File: src/rtl/usb_ep_buf_arbiter.sv
// -----------------------------------------------------------------------------
// usb_ep_buf_arbiter
//
// Shares one single-port endpoint packet RAM between the USB SIE and the J1
// CPU. The SIE has fixed priority. The CPU still gets a bounded wait: after
// STARVE consecutive denied cycles it wins the next contention. Each of the
// NUM_EP buffers belongs to one side at a time. An access to a buffer the
// requester does not own is still granted, but the RAM is left idle and the
// requester gets an err pulse one cycle later.
//
// Request handshake (applies to both the sie_* and the cpu_* port groups):
//   req is the "valid" and gnt is the "ready". The requester raises req with
//   we/addr/wdata and keeps all of them stable until it sees gnt in the same
//   cycle. The transfer completes in the cycle where req && gnt. req may be
//   dropped only after that cycle. gnt is combinational in the request cycle,
//   and at most one gnt is high in any cycle. A permitted read returns data
//   one cycle later: <side>_rvalid is high and rdata holds the data. A blocked
//   access produces <side>_err for one cycle instead, and never produces rvalid.
//
// Ports:
//   clk, reset            clock, asynchronous active-low reset
//   sie_req/we/addr/wdata SIE request          sie_gnt/rvalid/err  SIE response
//   cpu_req/we/addr/wdata CPU request          cpu_gnt/rvalid/err  CPU response
//   sie_give / cpu_give   one-cycle pulses that hand buffers to the other side
//   rdata                 shared read data; qualify it with *_rvalid
//   owner                 bit i = 1 means the SIE owns buffer i
//   ram_en/we/addr/wdata  RAM macro control
//   ram_rdata             RAM macro read data, 1-cycle latency
// -----------------------------------------------------------------------------
module usb_ep_buf_arbiter #(
   parameter int AW         = 9,
   parameter int EPW        = 2,
   parameter int STARVE     = 4,
   localparam int NUM_EP    = 2 ** EPW
) (
   input  logic              clk,
   input  logic              reset,
   // SIE side
   input  logic              sie_req,
   input  logic              sie_we,
   input  logic [AW-1:0]     sie_addr,
   input  logic [7:0]        sie_wdata,
   output logic              sie_gnt,
   output logic              sie_rvalid,
   output logic              sie_err,
   input  logic [NUM_EP-1:0] sie_give,
   // CPU side
   input  logic              cpu_req,
   input  logic              cpu_we,
   input  logic [AW-1:0]     cpu_addr,
   input  logic [7:0]        cpu_wdata,
   output logic              cpu_gnt,
   output logic              cpu_rvalid,
   output logic              cpu_err,
   input  logic [NUM_EP-1:0] cpu_give,
   // shared
   output logic [7:0]        rdata,
   output logic [NUM_EP-1:0] owner,
   // RAM macro
   output logic              ram_en,
   output logic              ram_we,
   output logic [AW-1:0]     ram_addr,
   output logic [7:0]        ram_wdata,
   input  logic [7:0]        ram_rdata
);

   localparam int SCW = $clog2(STARVE + 1);
   localparam logic [SCW-1:0] STARVE_MAX = SCW'(STARVE);

   logic [SCW-1:0] starve_cnt;
   logic           cpu_wins;
   logic           sel_we;
   logic [AW-1:0]  sel_addr;
   logic [7:0]     sel_wdata;
   logic [EPW-1:0] sel_ep;
   logic           permit;

   // The CPU wins when it is alone, or when it has waited long enough that
   // it overrides the SIE priority.
   assign cpu_wins = cpu_req && (!sie_req || (starve_cnt >= STARVE_MAX));

   always_comb begin
      sie_gnt   = 1'b0;
      cpu_gnt   = 1'b0;
      sel_we    = 1'b0;
      sel_addr  = '0;
      sel_wdata = '0;
      sel_ep    = '0;
      permit    = 1'b0;
      ram_en    = 1'b0;
      ram_we    = 1'b0;
      ram_addr  = '0;
      ram_wdata = '0;

      // Grants are held off while reset is asserted. This keeps the RAM idle
      // during reset.
      cpu_gnt = reset && cpu_wins;
      sie_gnt = reset && sie_req && !cpu_wins;

      if (sie_gnt) begin
         sel_we    = sie_we;
         sel_addr  = sie_addr;
         sel_wdata = sie_wdata;
      end else if (cpu_gnt) begin
         sel_we    = cpu_we;
         sel_addr  = cpu_addr;
         sel_wdata = cpu_wdata;
      end

      // Ownership is checked against the registered owner vector, which is
      // the value before any give in this cycle.
      sel_ep = sel_addr[AW-1 -: EPW];
      if (sie_gnt)      permit = owner[sel_ep];
      else if (cpu_gnt) permit = !owner[sel_ep];

      if (permit) begin
         ram_en    = 1'b1;
         ram_we    = sel_we;
         ram_addr  = sel_addr;
         ram_wdata = sel_wdata;
      end
   end

   // The RAM has a fixed 1-cycle latency, so its output lines up with the
   // registered rvalid strobes without extra staging.
   assign rdata = ram_rdata;

   always_ff @(posedge clk or negedge reset) begin
      if (!reset) begin
         owner      <= '0;
         starve_cnt <= '0;
         sie_rvalid <= 1'b0;
         sie_err    <= 1'b0;
         cpu_rvalid <= 1'b0;
         cpu_err    <= 1'b0;
      end else begin
         // Only the current owner's give takes effect. When both sides give
         // the same bit, the non-owner's pulse is masked out.
         owner <= (owner & ~sie_give) | (~owner & cpu_give);

         if (cpu_req && !cpu_gnt) begin
            if (starve_cnt < STARVE_MAX) starve_cnt <= starve_cnt + SCW'(1);
         end else begin
            starve_cnt <= '0;
         end

         sie_rvalid <= sie_gnt && permit && !sie_we;
         sie_err    <= sie_gnt && !permit;
         cpu_rvalid <= cpu_gnt && permit && !cpu_we;
         cpu_err    <= cpu_gnt && !permit;
      end
   end

endmodule

File: config.mk
export PLATFORM = sky130hd
export DESIGN_NAME = usb_ep_buf_arbiter
export DESIGN_NICKNAME = d
export VERILOG_FILES = /design/src/rtl/usb_ep_buf_arbiter.sv
export SDC_FILE = /design/constraint.sdc
export NUM_CORES = 1
export LEC_CHECK = 0
export ABC_AREA = 1
export BUFFER_PORTS_ARGS = -buffer_cell sky130_fd_sc_hd__buf_4
export CORE_MARGIN = 5
export CORE_UTILIZATION = 41
export CTS_BUF_LIST = sky130_fd_sc_hd__clkbuf_4 sky130_fd_sc_hd__clkbuf_8
export CTS_CLUSTER_DIAMETER = 50
export DETAILED_ROUTE_END_ITERATION = 12
export PLACE_DENSITY = 0.87
export SLEW_MARGIN = 10
export SYNTH_ARGS = -nofsm -noshare
export SYNTH_HDL_FRONTEND = slang
export SYNTH_SLANG_ARGS = --single-unit
File: constraint.sdc
create_clock -name clk -period 4.85 [get_ports clk]
set_clock_uncertainty 0.15 [all_clocks]
set_input_delay 0.485 -clock clk [delete_from_list [all_inputs] [get_ports clk]]
set_output_delay 0.485 -clock clk [all_outputs]
set_load 0.01 [all_outputs]
* After elaboration in Yosys (flattened, before gate mapping)
Index checks and enable logic that the tools add are counted.
** Cells by class
- Bitwise operators :: 5
- Reductions and logical operators :: 19
- Mux-type cells :: 16
- Magnitude comparators :: 3
- Equality and inequality tests :: 1
- $add $sub $neg :: 1
** Operators by type and width (count)
- $mux 9 :: 3
- $mux 8 :: 3
- $logic_and 1x1->1 :: 11
- $and 4x4->4 :: 2
- $not 4->4 :: 2
- $logic_not 1->1 :: 7
- $mux 1 :: 7
- $mux 3 :: 2
- $or 4x4->4 :: 1
- $add 3x1->3 const B :: 1
- $ge 3x3->1 const B :: 1
- $lt 2x3->1 const B :: 1
- $lt 3x3->1 const B :: 1
- $bmux 1 s2 :: 1
- $ne 2x1->1 const B :: 1
- $logic_or 1x1->1 :: 1
** Storage, ports and cells
- Bits of input ports :: 56
- Output and inout bits :: 37
- Register bits after elaboration :: 11
- Word-level logic and storage cells :: 51

* Logic depth before layout (Yosys ltp)
- Word-level depth :: 13
- Depth in mapped cells :: 11
- Mapped depth without buffers :: 10

* Worst setup path after synthesis
No wires, ideal clock.
- Path type :: input port to output port
- Start :: input port sie_req
- End :: output port ram_addr[8]
- Path slack :: 2857 ps
- Data required time :: 4215 ps
- Buffers on the path :: 1
- Arrival :: 1358 ps
- Stages on the path :: 9
- Cells stage by stage :: nand2_1 > inv_2 > nand3_2 > nand2_2 > nand2_1 > nand3_2 > nand3_1 > buf_6 > a21oi_2
** Between the ends
- Longest elaborated chain between the ends :: 12
- Elaborated cells between the ends (all ways) :: 15
- Classes of those cells :: mux (7); reduce/logical (8)
** RTL lines
- start: declaration :: RTL line 39 : input logic sie_req,
- $logic_not 1->1 :: RTL line 80 : assign cpu_wins = cpu_req && (!sie_req || (starve_cnt >= STARVE_MAX));
- $logic_or 1x1->1 :: RTL line 80
- $logic_and 1x1->1 :: RTL line 80
- $logic_and 1x1->1 or $logic_not 1->1 (tied branches) :: RTL line 97, 98
- $mux 9 or $logic_and 1x1->1 (tied branches) :: RTL line 104, 98
- $mux 9 :: RTL line 100 : if (sie_gnt) begin
- $bmux 1 s2 :: RTL line 113, 114
- $mux 1 (not written as such) :: RTL line 113, 114
- $logic_not 1->1 :: RTL line 114 : else if (cpu_gnt) permit = !owner[sel_ep];
- $mux 1 :: RTL line 114
- $mux 1 :: RTL line 113 : if (sie_gnt) permit = owner[sel_ep];
- $mux 9 * :: RTL line 116 : if (permit) begin
- end: declaration :: RTL line 62 : output logic [AW-1:0] ram_addr,
Mark *: on every way between the ends. The rest lies on a longest branch, timed or not. The select of a mux whose other input is x is not followed.

* Final worst setup path
- Start :: input port reset
- End :: output port ram_addr[7]
** Between the ends
- Longest elaborated chain between the ends :: 9
- Elaborated cells between the ends (all ways) :: 11
- Classes of those cells :: mux (7); reduce/logical (4)
** RTL lines
- start: declaration :: RTL line 37 : input logic reset,
- $logic_and 1x1->1 (on tied branches) :: RTL line 97, 98
- $mux 9 or $logic_and 1x1->1 (tied branches) :: RTL line 104, 98
- $mux 9 :: RTL line 100
- $bmux 1 s2 :: RTL line 113, 114
- $mux 1 (not written as such) :: RTL line 113, 114
- $logic_not 1->1 :: RTL line 114
- $mux 1 :: RTL line 114
- $mux 1 :: RTL line 113
- $mux 9 * :: RTL line 116
Marks and branches as above.

==> results.py <==
metrics = {
    "critical_path": {
        "cp.arrival_ps": 3220,
        "timing.rr.end": "sie_rvalid$_DFF_PN0_",
        "cp.required_ps": 4220,
        "cp-start-kind": "input pin",
        "cp_max_fo": 20,
        "worst_r2r_path_depth": 7,
        "rrSetupSlack_ps": 2420,
        "worstReg2RegStart": "starve_cnt[2]$_DFFE_PN0P_",
        "worstSetupPathType": "in -> out",
        "critPathCaptureType": "output pin",
    },
    "synth": {
        "synth_area_per_cell_um2": 8.26,
        "ys_ff_latch": 11,
        "yosysTopAreaCellShare_pct": 27.1,
        "synth_top_cell_by_area": "dfrtp_1",
        "yosysWarnings": 0,
        "syn_nets": 180,
        "synth_cells": 123,
        "synth_seq_area_share_pct": 27.1,
        "synth_area_um2": 1020,
        "synthTopCellsByArea": "dfrtp_1, a21oi_2, a22o_1",
        "synthDistinctLibCells": 19,
    },
    "clock_tree": {
        "cts_resized": 0,
        "post_cts_buffers": 0,
        "cts_buffer_depth": 2,
        "cts_max_level": 1,
        "cts.clk_slew.worst_paths_ps": 70,
        "cts_tree": "built",
        "cts_buffers": 3,
        "clock-sinks": 11,
        "root_buffer": "clkbuf_4",
        "clock_latency_ps": 260,
        "holdBufCountCts": 1,
    },
    "route": {
        "drc": 0,
        "totalWireLength_um": 3130,
        "viasPerCell": 5.04,
        "drt_iter0_drc": 21,
        "vias": 1108,
        "wl_per_cell_um": 14.2,
        "firstDrtPassIters": 4,
        "ant_nets": 0,
    },
    "floorplanning": {
        "num_rows": 18,
        "die_w_um": 59.8,
        "coreArea_um2": 2430,
        "start_util_pct": 41.8,
        "die_height_um": 59.8,
        "ios": 93,
        "die-area_um2": 3570,
    },
    "cells_and_area": {
        "n_antenna_cell": 0,
        "drive_gt1_share_pct": 58.9,
        "fin_cells": 220,
        "nets": 248,
        "syn_to_final_growth_pct": 52.2,
    },
    "timing": {
        "setup_tns_ps": 0,
        "hold_violations": 0,
        "setup_violations": 0,
        "fmax_ghz": 0.260,
        "fin_crit_ps": 3850,
        "slew_viol_final": 0,
        "worst_pin_slew_ps": 1190,
        "period_share_pct": 79.4,
        "rsz0062_at_grt": "false",
        "slew_headroom_pct": 20.1,
        "whs_ps": 229,
    },
    "power": {
        "power_mw": 0.287,
        "ir_drop_v": 0.000199,
        "power.density_nw_per_um2": 186,
        "power.leakage_nw": 0.786,
    },
    "grt": {
        "antenna_found_initial": 0,
        "grt_overflow": 0,
        "grt_max_degree": 21,
        "grt_pass1_vias": 1133,
        "grt_pass1_wl_um": 4900,
        "grt_util_all_layers_pct": 17.6,
    },
    "worst_hold_path": {
        "whs_endpoint": "sie_rvalid$_DFF_PN0_",
        "min_path_type": "in -> reg",
        "min_from": "sie_we",
        "hold_depth": 2,
    },
    "place": {
        "place_inst": 215,
        "place_congestion": 0.900,
        "port_buffers": 76,
        "hpwl_um": 2490,
    },
    "outcome": {
        "status": "finished clean",
    },
    "job": {
        "drv_cap": 0,
    },
}
==> critical path, stage by stage <==
cell and delay (ps):
dlygate4sd3_1 530, buf_4 230, nand2_1 90, inv_2 90
nand2_1 80, inv_2 260, nand3_1 880, a21oi_2 420
buf_4 160
==> cells in the final DEF (no fill, tap or decap) <==
| cell type | instances |
|---|---|
| inv_2 | 4 |
| nand3_2 | 4 |
| nand4_1 | 1 |
| nand2_1 | 9 |
| a22o_1 | 16 |
| a21oi_2 | 18 |
| a21oi_1 | 6 |
| buf_4 | 76 |
| nand2_4 | 2 |
| clkbuf_4 | 4 |
| dfrtp_1 | 11 |
| nor2_1 | 10 |
| nand2_2 | 3 |
| dlygate4sd3_1 | 1 |
| inv_1 | 18 |
| nand3_1 | 4 |
| xor2_1 | 1 |
| ha_1 | 1 |
| nand4_2 | 1 |
==> per-stage QoR <==
step | utilization [%] | instance area (µm²) | worst slack [ps]
finish | 63.6 | 1550 | 999
floorplan | - | 1020 | 2860
global placement | 61.9 | 1510 | 1640
detailed placement | 61.9 | 1510 | 1560
global route | 63.6 | 1550 | 768
CTS | 63.6 | 1550 | 1010
==> sequential cells by signal (all words and copies together), names as in the netlist <==
signal,cells
sie_err,1
sie_rvalid,1
owner,4
cpu_rvalid,1
cpu_err,1
starve_cnt,3
==> report_power, final <==
part           internal [mW]  switching, mW
combinational         0.0579         0.0553
sequential             0.101        0.00802
clock                 0.0374         0.0280
total                  0.196         0.0912
==> per-layer routing <==
metal  vias to the layer above  track usage, %  routed length, µm
met5                         -               0                  0
met4                         0            5.70                 70
met3                         8            4.32                257
met2                        56            33.3               1680
met1                       507            18.6               1130
li1                        537               -                  -
==> Yosys cell counts (all sizes together) <==
master	instances
a21oi	24
a22o	16
buf	14
dfrtp	11
ha	1
inv	22
nand2	14
nand3	8
nand4	2
nor2	10
xor2	1
==> cell type report <==
class,count,area [µm²]
fillers,225,886
flip-flops and latches,11,275
multi-input cells,76,541
well taps,30,37.5
inverters,22,82.6
repair buffers,77,581
clock buffers,4,30.0
==> cell families after synthesis <==
group,share of synthesized area [%]
AO/OA/AOI/OAI,32.3
XOR/XNOR,0.862
adder cells (fa/ha/maj),1.23
buffers and inverters,19.7
flip-flops,27.1
AND/OR/NAND/NOR,18.8
==> worst max-delay path by stage <==
| stage | to | depth (start not counted) | slack [ps] | start |
|---|---|---|---|---|
| after floorplan | ram_addr[8] | 9 | 2860 | sie_req |
| after global placement | ram_addr[8] | 8 | 1640 | reset |
| after detailed placement | ram_addr[8] | 8 | 1560 | reset |
| after CTS | ram_addr[8] | 9 | 1010 | reset |
| after global routing | ram_addr[8] | 9 | 770 | reset |
| final | ram_addr[7] | 9 | 1000 | reset |
No activity file was read; power rests on OpenSTA's default activity.
